[config.mk]
export PLATFORM = sky130hd
export DESIGN_NAME = control_unit_param
export DESIGN_NICKNAME = d
export VERILOG_FILES = /design/src/rtl/control_unit_param.sv
export SDC_FILE = /design/constraint.sdc
export NUM_CORES = 1
export LEC_CHECK = 0
export ABC_AREA = 1
export ABC_CLOCK_PERIOD_IN_PS = 1700
export BUFFER_PORTS_ARGS = -buffer_cell sky130_fd_sc_hd__buf_2
export CAP_MARGIN = 15
export CORE_MARGIN = 4
export CORE_UTILIZATION = 40
export DETAILED_ROUTE_END_ITERATION = 6
export HOLD_SLACK_MARGIN = 0.15
export PLACE_DENSITY = 0.72
export SKIP_LAST_GASP = 1
export SLEW_MARGIN = 10
export SYNTH_ARGS = -nofsm -noshare
export SYNTH_HDL_FRONTEND = slang
export SYNTH_SLANG_ARGS = --single-unit
[constraint.sdc]
create_clock -name clk -period 1.7 [get_ports clk]
set_clock_uncertainty 0.1 [all_clocks]
set_input_delay 0.34 -clock clk [delete_from_list [all_inputs] [get_ports clk]]
set_output_delay 0.34 -clock clk [all_outputs]
set_load 0.05 [all_outputs]
[src/rtl/control_unit_param.sv]
// control_unit_param: multi-cycle control FSM for the accumulator processor.
// Define CU_SINGLE_STEP_EN to add the step port and a PAUSE state between instructions.
module control_unit_param #(
    parameter  int NREG = 4,
    parameter  int OPW  = 6,
    parameter  int IW   = 16,
    localparam int NBUS = 8 + NREG,
    localparam int SELW = $clog2(NBUS)
) (
    input  logic            clk,
    input  logic            rst,
    input  logic            z,
    input  logic [IW-1:0]   instruction,
    input  logic            alu_done,
`ifdef CU_SINGLE_STEP_EN
    input  logic            step,
`endif
    output logic [2:0]      alu_op,
    output logic [SELW-1:0] read_en,
    output logic [NBUS-1:0] write_en,
    output logic [NBUS-1:0] inc_en,
    output logic [NBUS-1:0] clr_en,
    output logic            end_process,
    output logic            illegal_op
);

    localparam int IDX_PC = 1;
    localparam int IDX_AR = 2;
    localparam int IDX_IR = 3;
    localparam int IDX_AC = 4;
    localparam int IDX_R0 = 5;
    localparam int IDX_IM = 6 + NREG;
    localparam int IDX_DM = 7 + NREG;

    typedef enum logic [4:0] {
        S_START, S_FETCH1, S_FETCH2, S_NOP,
        S_LDAC1, S_LDIAC1, S_LD2, S_STAC,
        S_MVACAR, S_MVACR, S_MVRAC, S_ALU,
        S_INAC, S_CLAC, S_JCHK, S_JMP,
        S_HALT
`ifdef CU_SINGLE_STEP_EN
        , S_PAUSE
`endif
    } state_t;

    state_t     r_state;
    logic [3:0] r_k;
    logic [2:0] r_alu;
    logic       r_jz;
    logic       r_illegal;

    state_t         w_fetch;
    logic [OPW-1:0] w_op;
    logic [3:0]     w_k;

    assign w_op = instruction[OPW-1:0];
    assign w_k  = {1'b0, instruction[OPW+2:OPW]} + 4'd1;

`ifdef CU_SINGLE_STEP_EN
    assign w_fetch = S_PAUSE;
`else
    assign w_fetch = S_FETCH1;
`endif

    if (IW > OPW + 3) begin : g_hi
        logic w_unused_hi;
        assign w_unused_hi = ^instruction[IW-1:OPW+3];
    end

    always_ff @(posedge clk or posedge rst) begin
        if (rst) begin
            r_state   <= S_START;
            r_k       <= 4'd1;
            r_alu     <= 3'd0;
            r_jz      <= 1'b0;
            r_illegal <= 1'b0;
        end else begin
            unique case (r_state)
                S_START:  r_state <= S_FETCH1;
                S_FETCH1: r_state <= S_FETCH2;
                S_FETCH2: begin
                    if (w_op > OPW'(15)) begin
                        r_state   <= S_HALT;
                        r_illegal <= 1'b1;
                    end else begin
                        unique case (w_op[3:0])
                            4'd0:  r_state <= S_NOP;
                            4'd1:  r_state <= S_LDAC1;
                            4'd2:  r_state <= S_LDIAC1;
                            4'd3:  r_state <= S_STAC;
                            4'd4:  r_state <= S_MVACAR;
                            4'd5, 4'd6: begin
                                r_k <= w_k;
                                if (w_k > 4'(NREG)) begin
                                    r_state   <= S_HALT;
                                    r_illegal <= 1'b1;
                                end else if (w_op[3:0] == 4'd5) begin
                                    r_state <= S_MVACR;
                                end else begin
                                    r_state <= S_MVRAC;
                                end
                            end
                            4'd7, 4'd8, 4'd9, 4'd10: begin
                                r_alu   <= 3'(w_op[3:0] - 4'd6);
                                r_state <= S_ALU;
                            end
                            4'd11: r_state <= S_INAC;
                            4'd12: r_state <= S_CLAC;
                            4'd13: begin
                                r_jz    <= 1'b0;
                                r_state <= S_JCHK;
                            end
                            4'd14: begin
                                r_jz    <= 1'b1;
                                r_state <= S_JCHK;
                            end
                            default: r_state <= S_HALT;
                        endcase
                    end
                end
                S_LDAC1, S_LDIAC1: r_state <= S_LD2;
                S_ALU: if (alu_done) r_state <= w_fetch;
                // JPNZ jumps on z=0, JMPZ on z=1
                S_JCHK: r_state <= (z == r_jz) ? S_JMP : w_fetch;
                S_HALT: r_state <= S_HALT;
`ifdef CU_SINGLE_STEP_EN
                S_PAUSE: if (step) r_state <= S_FETCH1;
`endif
                default: r_state <= w_fetch;
            endcase
        end
    end

    function automatic logic [NBUS-1:0] bit_at(input int idx);
        return NBUS'(1) << idx;
    endfunction

    always_comb begin
        alu_op   = 3'd0;
        read_en  = '0;
        write_en = '0;
        inc_en   = '0;
        clr_en   = '0;
        unique case (r_state)
            S_START:  clr_en = bit_at(IDX_PC) | bit_at(IDX_AR) | bit_at(IDX_AC);
            S_FETCH1: begin
                read_en  = SELW'(IDX_IM);
                write_en = bit_at(IDX_IR);
            end
            S_FETCH2: inc_en = bit_at(IDX_PC);
            S_LDAC1, S_MVACAR: begin
                read_en  = SELW'(IDX_AC);
                write_en = bit_at(IDX_AR);
            end
            S_LDIAC1: begin
                read_en  = SELW'(IDX_IR);
                write_en = bit_at(IDX_AR);
            end
            S_LD2: begin
                read_en  = SELW'(IDX_DM);
                write_en = bit_at(IDX_AC);
            end
            S_STAC: begin
                read_en  = SELW'(IDX_AC);
                write_en = bit_at(IDX_DM);
            end
            S_MVACR: begin
                read_en  = SELW'(IDX_AC);
                write_en = bit_at(IDX_R0 + int'(r_k));
            end
            S_MVRAC: begin
                read_en  = SELW'(IDX_R0 + int'(r_k));
                write_en = bit_at(IDX_AC);
            end
            S_ALU: begin
                alu_op = r_alu;
                if (alu_done) write_en = bit_at(IDX_AC);
            end
            S_INAC: inc_en = bit_at(IDX_AC);
            S_CLAC: clr_en = bit_at(IDX_AC);
            S_JMP: begin
                read_en  = SELW'(IDX_IR);
                write_en = bit_at(IDX_PC);
            end
            default: ;
        endcase
    end

    assign end_process = (r_state == S_HALT);
    assign illegal_op  = r_illegal;

endmodule
==> results of run 1 <==
-- worst register-to-register path, cell delays in order, from the launching register on --
cell and delay [ps]:
dfrtp_2 460, nor2_4 130, buf_6 100, buf_6 120, inv_8 40, nor2_4 130, buf_6 150, nand2_8 70
clkinv_8 90, nand2_8 80, nor2_4 100, a21oi_2 40
-- worst max-delay path by stage --
stage / end / slack (ps) / depth (start not counted)
2_1_floorplan: write_en[11] / -410 / 5
3_3_place_gp: write_en[3] / -440 / 6
3_5_place_dp: write_en[11] / -480 / 6
4_1_cts: write_en[4] / -560 / 9
5_1_grt: write_en[9] / -850 / 7
6_report: write_en[1] / -750 / 7
-- logic make-up after synthesis --
family / after synthesis
compound gates: 26
xor+xnor: 2
fa+ha+maj: 8
buf+inv: 51
flops: 14
other cells: 1
simple gates: 124
-- registers in the layout, summed over array words and instances (netlist names) --
name        cells
r_jz            1
r_k             4
r_state         5
illegal_op      1
r_alu           3
-- layout make-up --
type | instances | area [um^2] | area share
Clock buffer | 4 | 55.1 | 0.0194
Timing Repair Buffer | 98 | 908 | 0.320
Tap cell | 46 | 57.6 | 0.0202
Sequential cell | 14 | 354 | 0.125
Inverter | 30 | 146 | 0.0515
Multi-Input combinational cell | 179 | 1320 | 0.465
-- where the power goes --
group | switching (mW) | internal, mW
Combinational | 2.10 | 1.57
Sequential | 0.106 | 0.437
Clock | 0.123 | 0.205
-- metrics by stage --
stage               setup TNS, ps  hold WS (ps)  std cells  power (mW)  worst slack (ps)
detailed placement          -6110           306        346        2.79              -478
CTS                         -8950           208        358        3.71              -562
global placement            -5440           295        346        2.76              -441
global route               -14310           201        371        4.75              -845
finish                     -12270           196        371        4.55              -751
floorplan                   -4910           129        244        2.07              -408
-- cells in the final DEF, fill, tap and decap left out, types with 5 or more instances in the layout --
master and n:
buf_4 40, nand2_1 35, buf_6 34, nor2_4 20
conb_1 19, nand3_1 17, inv_1 16, nor2_1 13
buf_2 13, dfrtp_1 11, nand2_2 10, buf_8 10
inv_2 7, nand4_1 7, nor2_2 5, o21ai_2 5
ha_1 5
-- repair_timing --
action | in CTS | in global routing
endpoints found under the setup margin | 25 | 37
buffers inserted | 7 | 15
resized for setup | 86 | 61
hold endpoints to repair | 13 | 0
gates cloned | 0 | 0
hold buffers | 1 | 0
pin swaps | 19 | 18
-- routing by layer --
layer  vias up  global-route usage
met5         -                   0
met4         0              0.0794
met3        44              0.0213
met2       130               0.420
met1       903               0.247
li1        890                   -
==> impl_metrics.py, run 1 <==
metrics = {
    "status": {
        "status": "finished, violations left",
        "violations": "negative setup slack",
    },
    "synthesis": {
        "synth_edf_count": 0,
        "yosysTopAreaCell": "dfrtp_1",
        "yosys_register_bits": 14,
        "synth_fa_ha_area_frac": 0.0684,
        "synth.avg_cell_area_um2": 6.47,
        "synth-simple-area-share": 0.393,
        "synthMuxAreaShare": 0,
        "synth_top_area_frac": 0.222,
        "synth-compound-area-share": 0.101,
        "ys_warn_count": 0,
        "ys_types": 31,
        "synthTopCellsByCount": "nand2_1, nor2_1, nand3_1",
        "yosysMostFrequentCell": "nand2_1",
        "yosysSeqAreaShare": 0.240,
        "postSynth.asyncResetShare": 1.00,
        "synth_cells": 226,
        "synth_xor_area_frac": 0.0120,
        "synth.area.top_cells": "dfrtp_1, nand2_1, buf_4, nand3_1, nor2_1",
        "synthFlopType": "dfrtp_1",
        "synth_top_family_by_area": "simple AND/OR/NAND/NOR gates",
        "synthesis.area_mm2": 0.00146,
    },
    "global_route": {
        "grtUsageTotal": 0.220,
        "overflow": 0,
        "grt_pass1_vias": 1723,
        "antenna_found_initial": 0,
        "grt_pass1_wl_um": 7800,
        "grt_max_degree": 15,
    },
    "critical_path": {
        "worstPathRequired_ps": 1260,
        "endpoint_kind": "output pin",
        "slowest_stage": "dfrtp_1",
        "r2r_slack_ps": -40,
        "worstSetupStartpoint": "r_k[1]",
        "cp_common_cell": "buf_6",
        "r2r_end": "r_k[1]",
        "slowest_delay_ps": 430,
        "crit_chain": "ha_4 -> buf_6 -> o21ai_2 -> buf_6 -> nand4_1 -> o22ai_4 -> buf_6",
        "cp.arrival_ps": 2010,
        "cp-start-kind": "flop",
        "cp_top_family": "buffers and inverters",
        "worst-setup-path-type": "reg -> out",
        "critical_path_peak_fanout": 6,
        "r2r_start": "r_state[2]",
        "r2r_cells": 11,
        "path_buf_inv": 3,
    },
    "die": {
        "design.core.area_mm2": 0.00344,
        "rows": 21,
        "die_height_um": 68.5,
        "die_width_um": 68.5,
        "start_util": 0.425,
        "die-area_mm2": 0.00469,
        "io_pins": 65,
    },
    "clock_tree": {
        "cts-buffers-inserted": 3,
        "root_buffer": "clkbuf_8",
        "cts_num_sinks": 14,
        "cts_buffer_depth": 2,
        "path_clk_slew_ps": 60,
        "clock_latency_ps": 250,
        "htreeDepth": 1,
        "cts_tree": "built",
    },
    "power": {
        "vdd_drop_max_uv": 682,
        "leakagePower_nw": 1.34,
        "powerDensity_mw_per_mm2": 1600,
    },
    "cells_and_area": {
        "area_growth_pct": 94.4,
        "fill_cells": 171,
        "fin_area_mm2": 0.00284,
        "nets": 354,
        "fin_util": 0.826,
        "drive_above_1_share": 0.560,
        "diodes": 0,
    },
    "hold_path": {
        "worstHoldStart": "instruction[6]",
        "hp-class": "in -> reg",
        "holdPathStages": 2,
        "hold_end": "r_k[0]",
    },
    "detailed_routing": {
        "firstDrtPassIters": 4,
        "m1WireLength_um": 2330,
        "route.detailed.drc": 0,
        "vias_per_cell": 5.30,
        "met3WireLength_um": 481,
        "drtIter0Drc": 178,
        "wl_met2_um": 3540,
        "vias": 1967,
        "top_layer": "met4",
        "wl_per_cell_um": 18.3,
        "drtAntennaViolNets": 0,
        "totalWireLength_um": 6800,
    },
    "placement": {
        "portBuffers": 38,
        "dpl_cell_area_mm2": 0.00207,
        "dp_hpwl_um": 3250,
        "routabilityCongestion": 0.916,
    },
    "sta": {
        "worst_slack_ps": -751,
        "setup_violations": 29,
        "period_minus_slack_ps": 2450,
        "fmax_mhz": 408,
        "slew_headroom": 0.633,
        "worst_slew_pin_slew_ps": 549,
        "fin_crit_sh": 1.44,
        "finalHoldViolCount": 0,
        "rsz0062_at_grt": "true",
        "slew_violations": 0,
    },
    "flow_run": {
        "maxCapViolations": 0,
    },
}
Note: power is estimated with default switching activity, not from simulation.
==> run 2: changes to the inputs <==
--- a/config.mk
+++ b/config.mk
@@ -12,8 +12,8 @@
 export CORE_MARGIN = 4
 export CORE_UTILIZATION = 40
 export DETAILED_ROUTE_END_ITERATION = 6
-export HOLD_SLACK_MARGIN = 0.15
-export PLACE_DENSITY = 0.72
+export HOLD_SLACK_MARGIN = 0.12
+export PLACE_DENSITY_LB_ADDON = 0.15
 export SKIP_LAST_GASP = 1
 export SLEW_MARGIN = 10
 export SYNTH_ARGS = -nofsm -noshare
==> impl_metrics.py, run 2 (synthesis results as in run 1) <==
metrics = {
    "status": {
        "status": "finished, violations left",
        "violations": "negative setup slack",
    },
    "sta": {
        "slew_headroom": 0.632,
        "setup_violations": 36,
        "fmax_mhz": 423,
        "fin_crit_sh": 1.39,
        "rsz0062_at_grt": "true",
        "finalHoldViolCount": 0,
        "period_minus_slack_ps": 2370,
        "slew_violations": 0,
        "worst_slew_pin_slew_ps": 551,
        "worst_slack_ps": -667,
    },
    "detailed_routing": {
        "wl_per_cell_um": 15.6,
        "vias": 1949,
        "firstDrtPassIters": 4,
        "totalWireLength_um": 5870,
        "drtAntennaViolNets": 0,
        "vias_per_cell": 5.18,
        "drtIter0Drc": 116,
        "route.detailed.drc": 0,
    },
    "cells_and_area": {
        "diodes": 0,
        "top_regs": "r_state (5), r_k (4), r_alu (3)",
        "largest-register": "r_state",
        "multi_input_area_mm2": 0.00135,
        "final_cell_mix": "buf_4, nand2_1, buf_6",
        "fill_cells": 176,
        "largest_reg_flops": 5,
        "nets": 359,
        "drive_above_1_share": 0.573,
        "instances_no_fill": 376,
        "fin_area_mm2": 0.00290,
        "final-seq-area_um2": 354,
        "area_growth_pct": 98.0,
        "final_common_cell": "buf_4",
    },
    "placement": {
        "portBuffers": 38,
        "dp_cells": 347,
        "dp_hpwl_um": 3140,
        "dpl_cell_area_mm2": 0.00208,
        "routabilityCongestion": 0.900,
    },
    "critical_path": {
        "worstSetupStartpoint": "r_state[1]",
        "cp-start-kind": "flop",
        "r2r_start": "r_state[3]",
        "cp_top_family": "simple AND/OR/NAND/NOR gates",
        "slowest_delay_ps": 380,
        "endpoint_kind": "output pin",
        "path_buf_inv": 3,
        "worstPathRequired_ps": 1260,
        "cp.arrival_ps": 1930,
        "critical_path_peak_fanout": 4,
        "worst-setup-path-type": "reg -> out",
        "slowest_stage": "dfrtp_1",
        "crit_chain": "buf_6 -> inv_2 -> nor2_4 -> nand3_1 -> nand2_1 -> nor2_1 -> nand2_1 -> nand3_4 -> nor2_4 -> buf_4",
    },
    "global_route": {
        "antenna_found_initial": 0,
        "grt_max_degree": 15,
        "grt_pass1_wl_um": 7210,
        "grt_pass1_vias": 1634,
        "grtUsageTotal": 0.204,
        "overflow": 0,
    },
    "power": {
        "leakagePower_nw": 1.35,
        "powerDensity_mw_per_mm2": 1520,
        "vdd_drop_max_uv": 772,
    },
    "hold_path": {
        "hp-class": "in -> reg",
        "worstHoldStart": "instruction[6]",
    },
    "die": {
        "io_pins": 65,
        "rows": 21,
        "design.core.area_mm2": 0.00344,
        "start_util": 0.425,
        "die_width_um": 68.5,
        "die-area_mm2": 0.00469,
        "die_height_um": 68.5,
    },
    "clock_tree": {
        "cts_num_sinks": 14,
        "path_clk_slew_ps": 60,
        "cts_tree": "built",
        "clock_latency_ps": 240,
        "htreeDepth": 1,
        "cts_buffer_depth": 2,
        "root_buffer": "clkbuf_8",
        "cts-buffers-inserted": 3,
    },
    "flow_run": {
        "maxCapViolations": 0,
    },
}
-- run 2: cell types whose count changed in the layout (fill, tap and decap cells not counted), sizes merged --
cell / change
buf: +5
-- run 2: cell type report --
type                            instances  area share
Tap cell                               46      0.0199
Sequential cell                        14       0.122
Timing Repair Buffer                  103       0.323
Inverter                               30      0.0497
Multi-Input combinational cell        179       0.467
Clock buffer                            4      0.0190
-- run 2: worst register-to-register path, delay by kind of cell, from the launching register on --
kind                   cells  cell delay, ps
buffers and inverters      5             510
and+or+nand+nor            4             450
DFF                        1             460
AOI/OAI and AO/OA          1             170
-- run 2: final timing paths --
path / cells after the start / slack (ps) / to
worst min register to register: 2 / 360 / illegal_op
min in group asynchronous: 3 / 590 / r_state[0]
max in group asynchronous: 3 / 520 / r_state[2]
worst max-delay path: 10 / -670 / write_en[7]
worst max register to register: 10 / -70 / r_k[1]
worst min-delay path: 2 / 190 / r_k[0]
-- run 2: power by group --
| group | switching, mW | total (mW) | leakage, nW | internal [mW] |
|---|---|---|---|---|
| registers | 0.104 | 0.541 | 0.171 | 0.437 |
| logic | 2.00 | 3.55 | 1.15 | 1.54 |
| clock network | 0.117 | 0.322 | 0.0288 | 0.205 |
-- run 2: metrics by stage --
stage	setup WS [ps]	setup TNS [ps]	util	total power, mW	hold WS, ps
2_1_floorplan	-408	-4910	-	2.07	129
4_1_cts	-546	-9120	0.735	3.73	199
6_report	-667	-11740	0.842	4.41	194
3_3_place_gp	-420	-5930	0.605	2.76	296
3_5_place_dp	-448	-6370	0.605	2.78	301
5_1_grt	-709	-13590	0.842	4.61	197
-- run 2: repair_timing --
item                                    CTS  global route
endpoints found under the hold margin    13             0
hold buffers                              1             0
setup buffers                             8            16
gates resized for setup                  89            58
endpoints found under the setup margin   25            37
pin swaps                                21            13
-- run 2: metal layers --
metal | global-route usage | share of wire | up-vias
li1 | - | - | 909
met1 | 0.240 | 0.38 | 908
met2 | 0.365 | 0.51 | 99
met3 | 0.0312 | 0.059 | 33
met4 | 0.0794 | 0.052 | 0
met5 | 0 | 0 | -
